--- config.mk ---
export PLATFORM = sky130hd
export DESIGN_NAME = rx_symbol_detector
export DESIGN_NICKNAME = d
export VERILOG_FILES = /design/src/rtl/rx_symbol_detector.sv
export SDC_FILE = /design/constraint.sdc
export NUM_CORES = 1
export LEC_CHECK = 0
export ABC_AREA = 1
export BUFFER_PORTS_ARGS = -buffer_cell sky130_fd_sc_hd__buf_2
export CAP_MARGIN = 20
export CORE_ASPECT_RATIO = 1.2
export CORE_MARGIN = 2
export CORE_UTILIZATION = 30
export CTS_CLUSTER_SIZE = 24
export DETAILED_ROUTE_END_ITERATION = 10
export PLACE_DENSITY = 0.52
export SLEW_MARGIN = 5
export SYNTH_ARGS = -nofsm -noshare
export SYNTH_HDL_FRONTEND = slang
export SYNTH_SLANG_ARGS = --single-unit
--- constraint.sdc ---
create_clock -name clk -period 11.4 [get_ports clk]
set_input_delay 1.71 -clock clk [delete_from_list [all_inputs] [get_ports clk]]
set_output_delay 1.71 -clock clk [all_outputs]
set_load 0.05 [all_outputs]
--- src/rtl/rx_symbol_detector.sv ---
// rx_symbol_detector: integrates strobe-high windows of channel samples, removes the noise offset
// and slices each window into a ternary symbol with a one-cycle valid pulse and running counts.
module rx_symbol_detector #(
    parameter int MAX_SAMPLES = 64,
    parameter int MIN_SAMPLES = 2,
    parameter int BIAS        = 128,
    parameter int THRESH      = 200
) (
    input  logic               clk,
    input  logic               reset,
    input  logic               rx_start,
    input  logic signed [13:0] rx_in,
    output logic [1:0]         rx_sym,
    output logic               rx_valid,
    output logic               rx_short,
    output logic [15:0]        sym_count,
    output logic [15:0]        short_count
);
    localparam int CW = $clog2(MAX_SAMPLES) + 1;
    localparam int AW = 14 + CW;
    localparam logic [CW-1:0] MAX_C = CW'(MAX_SAMPLES);
    localparam logic [CW-1:0] MIN_C = CW'(MIN_SAMPLES);

    typedef enum logic [1:0] {IDLE, ACCUM, DECIDE} state_t;

    state_t               state_q, state_d;
    logic signed [AW-1:0] acc_q, acc_d;
    logic [CW-1:0]        cnt_q, cnt_d;
    logic [1:0]           sym_q, sym_d;
    logic                 valid_q, valid_d;
    logic                 short_q, short_d;
    logic [15:0]          sym_cnt_q, sym_cnt_d;
    logic [15:0]          short_cnt_q, short_cnt_d;
    logic signed [AW-1:0] term;
    logic signed [AW-1:0] thr;

    // the sized cast of the signed sample sign-extends before the offset is removed
    assign term = AW'(rx_in) - AW'(BIAS);
    assign thr  = $signed(AW'(THRESH) * {{(AW-CW){1'b0}}, cnt_q});

    always_ff @(posedge clk or posedge reset) begin
        if (reset) begin
            state_q     <= IDLE;
            acc_q       <= '0;
            cnt_q       <= '0;
            sym_q       <= '0;
            valid_q     <= 1'b0;
            short_q     <= 1'b0;
            sym_cnt_q   <= '0;
            short_cnt_q <= '0;
        end else begin
            state_q     <= state_d;
            acc_q       <= acc_d;
            cnt_q       <= cnt_d;
            sym_q       <= sym_d;
            valid_q     <= valid_d;
            short_q     <= short_d;
            sym_cnt_q   <= sym_cnt_d;
            short_cnt_q <= short_cnt_d;
        end
    end

    always_comb begin
        state_d = (state_q == IDLE)  ? (rx_start ? ACCUM : IDLE) :
                  (state_q == ACCUM) ? (rx_start ? ACCUM : DECIDE) : IDLE;
    end

    always_comb begin
        acc_d       = acc_q;
        cnt_d       = cnt_q;
        sym_d       = sym_q;
        valid_d     = 1'b0;
        short_d     = short_q;
        sym_cnt_d   = sym_cnt_q;
        short_cnt_d = short_cnt_q;
        if (state_q == IDLE && rx_start) begin
            acc_d = term;
            cnt_d = CW'(1);
        end else if (state_q == ACCUM && rx_start && cnt_q < MAX_C) begin
            acc_d = acc_q + term;
            cnt_d = cnt_q + CW'(1);
        end else if (state_q == DECIDE) begin
            valid_d   = 1'b1;
            sym_cnt_d = sym_cnt_q + 16'd1;
            short_d   = cnt_q < MIN_C;
            if (cnt_q < MIN_C) begin
                sym_d       = 2'b00;
                short_cnt_d = short_cnt_q + 16'd1;
            end else begin
                sym_d = (acc_q > thr) ? 2'b01 : (acc_q < -thr) ? 2'b11 : 2'b00;
            end
        end
    end

    assign rx_sym      = sym_q;
    assign rx_valid    = valid_q;
    assign rx_short    = short_q;
    assign sym_count   = sym_cnt_q;
    assign short_count = short_cnt_q;
endmodule

# Word-level counts from Yosys, hierarchy flattened
# Index checks and enable logic that the tools add are counted.
# W data, S select, Z words.
[totals]
ff_bits = 66
latchBits = 0
ramBits = 0
romBits = 0
wordCells = 44
mem_count = 0
[classes]
n_addsub = 6
n_mul = 1
n_div = 0
magnitude_cmp = 4
n_eq_ne = 2
n_shift = 0
n_mux = 14
bitwise_logic = 2
reduce_logical = 7
[ops]
columns = ["operator", "n"]
rows = [
  ["$mux W21", 2],
  ["$add A16 B1 Y16 const B", 2],
  ["$add A21 B15 Y21", 1],
  ["$gt A21 B16 Y1", 1],
  ["$lt A21 B21 Y1", 1],
  ["$neg A15 Y21", 1],
  ["$sub A14 B9 Y15 const B", 1],
  ["$mux W7", 2],
  ["$mul A5 B7 Y12 const A", 1],
  ["$mux W2", 6],
  ["$add A7 B1 Y7 const B", 1],
  ["$lt A7 B2 Y1 const B", 1],
  ["$lt A7 B7 Y1 const B", 1],
  ["$mux W1", 4],
  ["$reduce_and A4 Y1", 1],
  ["$logic_and A1 B1 Y1", 3],
  ["$reduce_and A3 Y1", 1],
  ["$eq A2 B1 Y1 const B", 1],
  ["$eq A2 B2 Y1 const B", 1],
  ["$logic_not A2 Y1", 1],
  ["$not A1 Y1", 2],
  ["$reduce_bool A2 Y1", 1],
]

# Longest topological paths before layout
# Gate-level depths: netlist of run 1.
[logic_depth]
depth_word = 6
mapped_depth = 27

# Worst setup path before layout of run 1
# No wires, ideal clock.
[synth_timing]
path_kind = "input to register"
start = "input rx_in[7]"
end = "register acc_q[18]"
setup_ns = 0.128
arrival_time_ns = 3.769
required_ns = 11.272
slack_ns = 7.503
cell_stages = 17
n_path_buf = 0
path_cell_list = "inv_1 -> ha_1 -> inv_1 -> or2_2 -> nor2_1 -> nand3b_1 -> xor2_1 -> ha_1 -> nand2_1 -> inv_1 -> nand2_1 -> nor3_1 -> nand3_1 -> nand3_1 -> nand2_1 -> nand3_1 -> a21oi_1"
[synth_between]
elab_chain_len = 4
[synth_rtl]
columns = ["item", "line_no", "source"]
rows = [
  ["start, declared", "12", "input logic signed [13:0] rx_in,"],
  ["$sub A14 B9 Y15 *", "38", "assign term = AW'(rx_in) - AW'(BIAS);"],
  ["$add A21 B15 Y21", "80", "acc_d = acc_q + term;"],
  ["$mux W21", "79", "end else if (state_q == ACCUM && rx_start && cnt_q < MAX_C) begin"],
  ["$mux W21 *", "76", "if (state_q == IDLE && rx_start) begin"],
  ["end signal, assigned", "44", "acc_q <= '0;"],
  ["end signal, assigned", "53", "acc_q <= acc_d;"],
  ["end, declared", "27", "logic signed [AW-1:0] acc_q, acc_d;"],
]
# Every way passes the cells marked *; elsewhere a longest branch is shown, timed or not. The select of a mux whose other input is x is not followed.
# A chain may end at the register's enable or synchronous reset.

# Worst setup path after layout of run 1
[layout_timing]
start = "register cnt_q[2]"
end = "register sym_q[0] (netlist: rx_sym[0])"
[layout_between]
elab_chain_len = 6
elab_cells_between_ends = 12
classes_between = "add/sub (1); mul (1); order compare (4); mux (3); bitwise (1); reduce/logical (2)"
[layout_rtl]
columns = ["item", "line_no", "source"]
rows = [
  ["start, declared", "28", "logic [CW-1:0] cnt_q, cnt_d;"],
  ["start signal, assigned", "54", "cnt_q <= cnt_d;"],
  ["$mul A5 B7 Y12", "39", "assign thr = $signed(AW'(THRESH) * {{(AW-CW){1'b0}}, cnt_q});"],
  ["$neg A15 Y21", "90", "sym_d = (acc_q > thr) ? 2'b01 : (acc_q < -thr) ? 2'b11 : 2'b00;"],
  ["$lt A21 B21 Y1", "90", ""],
  ["$mux W2 (2 in series)", "90", ""],
  ["$mux W2", "86", "if (cnt_q < MIN_C) begin"],
  ["end signal, assigned", "55", "sym_q <= sym_d;"],
  ["end, declared", "29", "logic [1:0] sym_q, sym_d;"],
]
# Several ways; a longest one is shown, not always the timed one.

==> flow_metrics.py, run 1 <==
metrics = {
    "power_and_ir_drop": {
        "power_density_nw_per_um2": 202,
        "p_seq_frac": 0.263,
        "switching_share": 0.467,
        "vdd_ir_drop_max_mv": 0.0934,
        "p_comb_frac": 0.513,
        "p_clk_frac": 0.224,
        "p_leak_nw": 3.64,
        "p_switching_mw": 0.643,
        "total_power_mw": 1.38,
        "intPower_mw": 0.734,
    },
    "hold_path": {
        "worst_hold_startpoint": "rx_short$_DFFE_PP0P_",
        "whs_endpoint": "rx_short$_DFFE_PP0P_",
        "worst_hold_path_type": "reg2reg",
        "hold_depth": 2,
    },
    "synthesis": {
        "avgSynthCellArea_sq_um": 7.64,
        "synth_area_sq_um": 5920,
        "yosysWarnings": 0,
        "synthMostInstantiatedCell": "nand2_1",
        "netlist_top_cells_count": "168 x nand2_1, 99 x inv_1, 85 x ha_1",
        "yosysUniqueCellTypes": 53,
        "yosys_register_bits": 66,
        "synthCells": 774,
        "synth_flop_cell": "dfrtp_1",
        "synth_top_area_share": 0.279,
        "synth.area.top_cells": "dfrtp_1 28%, ha_1 18%, nand2_1 11%",
        "async_flop_share": 1.00,
        "synth_top_area_cell": "dfrtp_1",
        "synth_edf_count": 0,
        "syn_nets": 879,
        "ys_seq_area_frac": 0.279,
    },
    "sta": {
        "timing.hold.ws_ns": 0.475,
        "slew_headroom": 0.412,
        "hold_viol": 0,
        "final.period_utilization": 0.374,
        "fin_ws_ns": 7.14,
        "rsz0062_at_grt": "false",
        "tightest_slew_ns": 0.881,
        "fin_crit_ns": 4.26,
        "drv_slew": 0,
        "max_freq_mhz": 235,
        "fin_skew_ns": 0.00539,
        "finalSetupViolCount": 0,
        "finalSetupTns_ns": 0,
    },
    "global_route": {
        "overflow": 0,
        "met2_usage": 0.275,
        "antenna_found_initial": 0,
        "grt_pass1_wl_um": 25700,
        "globalRoute.busiestLayer": "met2",
        "track_usage": 0.155,
        "met3_usage": 0.0221,
        "grtUsageMet1": 0.191,
        "grt_pass1_vias": 5147,
        "grt_max_degree": 67,
    },
    "clock_network": {
        "cts_htree_levels": 3,
        "clk_pin_slew_worst_paths_ns": 0.06,
        "cts_setup_buffers": 0,
        "post_cts_resized": 0,
        "cts_root_buffer": "clkbuf_16",
        "cts_buffers": 9,
        "cts_tree": "done",
        "cts_hold_buf": 0,
        "cts_max_path_buffers": 2,
        "clock_latency_ns": 0.35,
        "cts_sinks": 66,
    },
    "routing": {
        "first_pass_iters": 4,
        "drt_iter0_markers": 165,
        "ant_nets": 0,
        "wl_per_cell_um": 14.1,
        "via_count": 5128,
        "remaining_drc_errors": 0,
        "viasPerCell": 4.66,
        "drt_wl_total_um": 15500,
    },
    "critical_path": {
        "worstSetupPathType": "reg2reg",
        "worst_setup_path_start_kind": "register",
        "worstReg2RegStart": "cnt_q[2]$_DFFE_PP0N_",
        "cp_slowest_stage_delay_ns": 0.65,
        "worst_path_most_repeated_cell": "nand2_1",
        "worstPathCellList": "inv_1, ha_1, ha_1, ha_1, inv_1, fa_1, nor3b_2, nand3_1, a21oi_1, nand2_1, nand2_1, nand2_1, ha_1, a21oi_1, o21ai_0, nand2_1, nand3_1, nor2_1, nand2_1, nand2_1, nand2_1, nand2_1, nand3_1",
        "end_kind": "register",
        "reg2regPathDepth": 23,
        "reg2reg_to": "rx_sym[0]$_DFFE_PP0P_",
        "reg2reg_slack_ns": 7.14,
        "critPathArrivalTime_ns": 4.49,
        "worstPathRequired_ns": 11.63,
        "critPathMaxFanout": 6,
        "cpMaxStageDelayCell": "fa_1",
    },
    "cells_and_area": {
        "diodes": 0,
        "areaGrowthSynthToFinish_pct": 15.1,
        "layoutNonFillerInstCount": 1100,
        "drive_gt1_frac": 0.128,
        "final_area_sq_um": 6810,
        "utilization": 0.349,
        "fillers": 2127,
        "nets": 939,
    },
    "place": {
        "dpl_cell_area_sq_um": 6480,
        "pre_cts_slack_ns": 6.98,
        "dp_hpwl_um": 12300,
        "place_inst": 1084,
        "port_buffers": 52,
        "gp_congestion": 0.902,
    },
    "run": {
        "drv_cap": 0,
    },
    "die": {
        "io_pins": 53,
        "initial_core_util": 0.304,
        "coreArea_sq_um": 19500,
        "die_height_um": 158,
        "rows": 56,
        "chipWidth_um": 132,
        "die-area_sq_um": 20900,
    },
    "status": {
        "status": "finished clean",
    },
}
[power groups by stage]
stage,registers [mW],clock network [mW],logic [mW]
after floorplan,0.395,0,0.493
after global placement,0.368,0,0.703
after detailed placement,0.367,0,0.707
after CTS,0.364,0.318,0.711
after global routing,0.372,0.325,0.814
final,0.362,0.308,0.706
[critical path, delay by kind of cell, from the launching register on]
| kind | cells | cell delay, ns |
|---|---|---|
| simple gates | 13 | 1.21 |
| buf+inv | 2 | 0.24 |
| fa+ha+maj | 5 | 1.80 |
| flops | 1 | 0.43 |
| compound gates | 3 | 0.44 |
[area by class of cell]
class                      instances  area, sq um  area share
clock buffer                       9          225      0.0331
sequential                        66         1650       0.243
timing repair buffer              54          275      0.0404
inverter                         106          399      0.0586
tap                              261          327      0.0480
clock inverter                     7          100      0.0147
multi-input combinational        597         3830       0.562
[registers in the layout (all words and copies together), names as in the netlist]
signal,cells
short_count,16
rx_valid,1
rx_sym,2
cnt_q,7
acc_q,21
rx_short,1
state_q,2
sym_count,16
[worst max path at each step]
stage	cells past startpoint	start	end
2_1_floorplan	17	rx_in[7]	acc_q[18]$_DFFE_PP0N_
3_3_place_gp	16	rx_in[7]	acc_q[16]$_DFFE_PP0N_
3_5_place_dp	16	rx_in[7]	acc_q[16]$_DFFE_PP0N_
4_1_cts	23	cnt_q[2]$_DFFE_PP0N_	rx_sym[0]$_DFFE_PP0P_
5_1_grt	25	cnt_q[2]$_DFFE_PP0N_	rx_sym[0]$_DFFE_PP0P_
6_report	23	cnt_q[2]$_DFFE_PP0N_	rx_sym[0]$_DFFE_PP0P_
[cell usage in the layout, fill, tap and decap left out, drive strengths merged, types with 4 or more instances in the layout]
cell,count
nand3,56
nor3b,5
clkbuf,9
nor2,71
nor3,12
nand4,18
xor2,32
o21a,4
ha,85
xnor2,19
or2,4
buf,54
clkinv,5
nand2,172
inv,106
o21ai,30
a21oi,61
dfrtp,66
[logic make-up (layout without fill, tap and decap cells)]
logic type | count (synthesis) | count (layout) | share of synthesized area
adder cells (fa/ha/maj) | 88 | 88 | 0.190
XOR/XNOR | 51 | 51 | 0.0800
flip-flops | 66 | 66 | 0.279
buffers and inverters | 111 | 176 | 0.0736
AND/OR/NAND/NOR | 345 | 345 | 0.269
AO/OA/AOI/OAI | 113 | 113 | 0.109
[routing by layer]
| metal | up-vias | part of all wire |
|---|---|---|
| li1 | 2686 | - |
| met4 | 0 | 0.027 |
| met3 | 25 | 0.031 |
| met5 | - | 0 |
| met2 | 85 | 0.49 |
| met1 | 2332 | 0.45 |
Power figures use the tool's default switching activity.
==> inputs of run 2 (changes only) <==
==> constraint.sdc (replaced) <==
create_clock -name clk -period 4.3 [get_ports clk]
set_input_delay 0.645 -clock clk [delete_from_list [all_inputs] [get_ports clk]]
set_output_delay 0.645 -clock clk [all_outputs]
set_load 0.05 [all_outputs]
==> run 2 against run 1 <==
Via count is 1.9% higher. Largest cell class unchanged. Power rose to 2.7 times the previous value. Clock skew is 0.0046 ns higher. First-iteration DRC count decreased by 4.8%. Flip-flop and latch count did not move. Worst hold slack worse by 0.0049 ns. Fmax rose by 6.4%. Highest routed layer unchanged. Register-to-register slack worse by 6.8 ns. Sequential power grew to 2.7 times the previous value.
==> flow_metrics.py, run 2 (synthesized netlist as in run 1, its figures left out) <==
metrics = {
    "status": {
        "status": "finished clean",
    },
    "hold_path": {
        "worst_hold_path_type": "reg2reg",
        "hold_depth": 1,
    },
    "routing": {
        "drt_wl_total_um": 15600,
        "via_count": 5223,
        "viasPerCell": 4.70,
        "drt_iter0_markers": 157,
        "first_pass_iters": 5,
        "remaining_drc_errors": 0,
        "wl_per_cell_um": 14.0,
        "ant_nets": 0,
    },
    "cells_and_area": {
        "multi_input_area_sq_um": 3900,
        "layoutNonFillerInstCount": 1111,
        "utilization": 0.358,
        "regMostFlops": "acc_q",
        "fillers": 2133,
        "areaGrowthSynthToFinish_pct": 17.7,
        "final_cell_mix": "167 x nand2_1, 98 x inv_1, 83 x ha_1",
        "diodes": 0,
        "regArea_sq_um": 1650,
        "final_common_cell": "nand2_1",
        "drive_gt1_frac": 0.154,
        "nets": 950,
        "largest_reg_flops": 21,
    },
    "global_route": {
        "grt_pass1_wl_um": 25900,
        "track_usage": 0.156,
        "grt_max_degree": 46,
        "overflow": 0,
        "grt_pass1_vias": 5166,
        "antenna_found_initial": 0,
    },
    "critical_path": {
        "cpMaxStageDelayCell": "fa_1",
        "cp_num_buf_inv": 1,
        "crit_cells": 23,
        "critPathMaxFanout": 6,
        "reg2regPathDepth": 23,
        "reg2reg_slack_ns": 0.30,
        "end_kind": "register",
        "worstSetupPathType": "reg2reg",
        "worst_setup_path_start_kind": "register",
        "cp_slowest_stage_delay_ns": 0.51,
        "crit_family": "adder cells",
        "worst_path_most_repeated_cell": "nand2_1",
        "worstPathCellList": "ha_1, ha_1, fa_1, ha_4, nand3_1, nand2_2, nand2_1, o211ai_2, xor2_2, inv_1, nand2_1, nand2_1, ha_1, a21oi_1, o21ai_0, nand2_1, nand3_1, nor2_2, nand2_1, nand2_1, nand2_1, nand2_1, nand3_1",
        "worstPathRequired_ns": 4.52,
        "critPathArrivalTime_ns": 4.23,
    },
    "place": {
        "port_buffers": 52,
        "place_inst": 1088,
        "gp_congestion": 0.857,
        "dp_hpwl_um": 12600,
    },
    "clock_network": {
        "cts_max_path_buffers": 2,
        "cts_htree_levels": 3,
        "cts_sinks": 66,
        "cts_hold_buf": 0,
        "cts_root_buffer": "clkbuf_16",
        "clock_latency_ns": 0.34,
        "clk_pin_slew_worst_paths_ns": 0.06,
        "cts_buffers": 9,
        "cts_tree": "done",
    },
    "sta": {
        "final.period_utilization": 0.931,
        "finalSetupTns_ns": 0,
        "slew_headroom": 0.371,
        "max_freq_mhz": 250,
        "tightest_slew_ns": 0.942,
        "fin_skew_ns": 0.0100,
        "finalSetupViolCount": 0,
        "hold_viol": 0,
        "fin_crit_ns": 4.00,
        "drv_slew": 0,
    },
    "die": {
        "io_pins": 53,
        "initial_core_util": 0.304,
        "die_height_um": 158,
        "die-area_sq_um": 20900,
        "chipWidth_um": 132,
        "coreArea_sq_um": 19500,
        "rows": 56,
    },
    "run": {
        "drv_cap": 0,
    },
    "power_and_ir_drop": {
        "p_leak_nw": 3.70,
        "power_density_nw_per_um2": 530,
        "vdd_ir_drop_max_mv": 0.257,
        "total_power_mw": 3.69,
    },
}
run 2: changes by cell type in the layout (fill, tap and decap cells not counted), sizes merged:
cell / previous run / this run
buf: 54 / 65
run 2: area by class of cell:
| cell class | count | area share |
|---|---|---|
| Multi-Input combinational cell | 597 | 0.560 |
| Sequential cell | 66 | 0.237 |
| Inverter | 106 | 0.0573 |
| Timing Repair Buffer | 65 | 0.0514 |
| Tap cell | 261 | 0.0469 |
| Clock buffer | 9 | 0.0323 |
| Clock inverter | 7 | 0.0144 |
run 2: routing by layer:
layer | share of wire | track usage
met5 | 0 | 0
met4 | 0.023 | 0.0594
met3 | 0.021 | 0.0179
met2 | 0.50 | 0.275
met1 | 0.46 | 0.195
run 2: repair_timing:
| item | CTS | global route |
|---|---|---|
| gates resized for setup | 0 | 15 |
| setup buffers | 0 | 7 |
| endpoints found under the setup margin | 0 | 2 |
run 2: worst paths after layout:
kind / startpoint / endpoint
setup / recovery: cnt_q[3]$_DFFE_PP0N_ / rx_sym[0]$_DFFE_PP0P_
hold / removal: sym_count[15]$_DFFE_PP0P_ / sym_count[15]$_DFFE_PP0P_
setup reg to reg: cnt_q[3]$_DFFE_PP0N_ / rx_sym[0]$_DFFE_PP0P_
hold reg to reg: sym_count[15]$_DFFE_PP0P_ / sym_count[15]$_DFFE_PP0P_
max in group asynchronous: reset / acc_q[13]$_DFFE_PP0N_
min in group asynchronous: reset / sym_count[15]$_DFFE_PP0P_
run 2: through the flow:
step	area (sq um)	worst slack [ns]	hold WS, ns
3_5_place_dp	6510	0.124	0.458
5_1_grt	6970	-0.0316	0.468
4_1_cts	6840	0.109	0.462
6_report	6970	0.298	0.470
3_3_place_gp	6510	0.105	0.453
2_1_floorplan	5920	0.521	0.467
run 2: power breakdown:
group          switching [mW]  internal [mW]
clock                   0.294          0.512
combinational            1.22          0.700
sequential              0.202          0.760
total                    1.72           1.97
run 2: worst reg2reg max path, stage by stage, from the launching register on:
cell	delay [ns]
dfrtp_2	0.44
ha_1	0.29
ha_1	0.30
fa_1	0.51
ha_4	0.31
nand3_1	0.09
nand2_2	0.14
nand2_1	0.08
o211ai_2	0.08
xor2_2	0.26
inv_1	0.17
nand2_1	0.10
nand2_1	0.05
ha_1	0.28
a21oi_1	0.14
o21ai_0	0.08
nand2_1	0.06
nand3_1	0.08
nor2_2	0.13
nand2_1	0.06
nand2_1	0.05
nand2_1	0.08
nand2_1	0.07
nand3_1	0.06
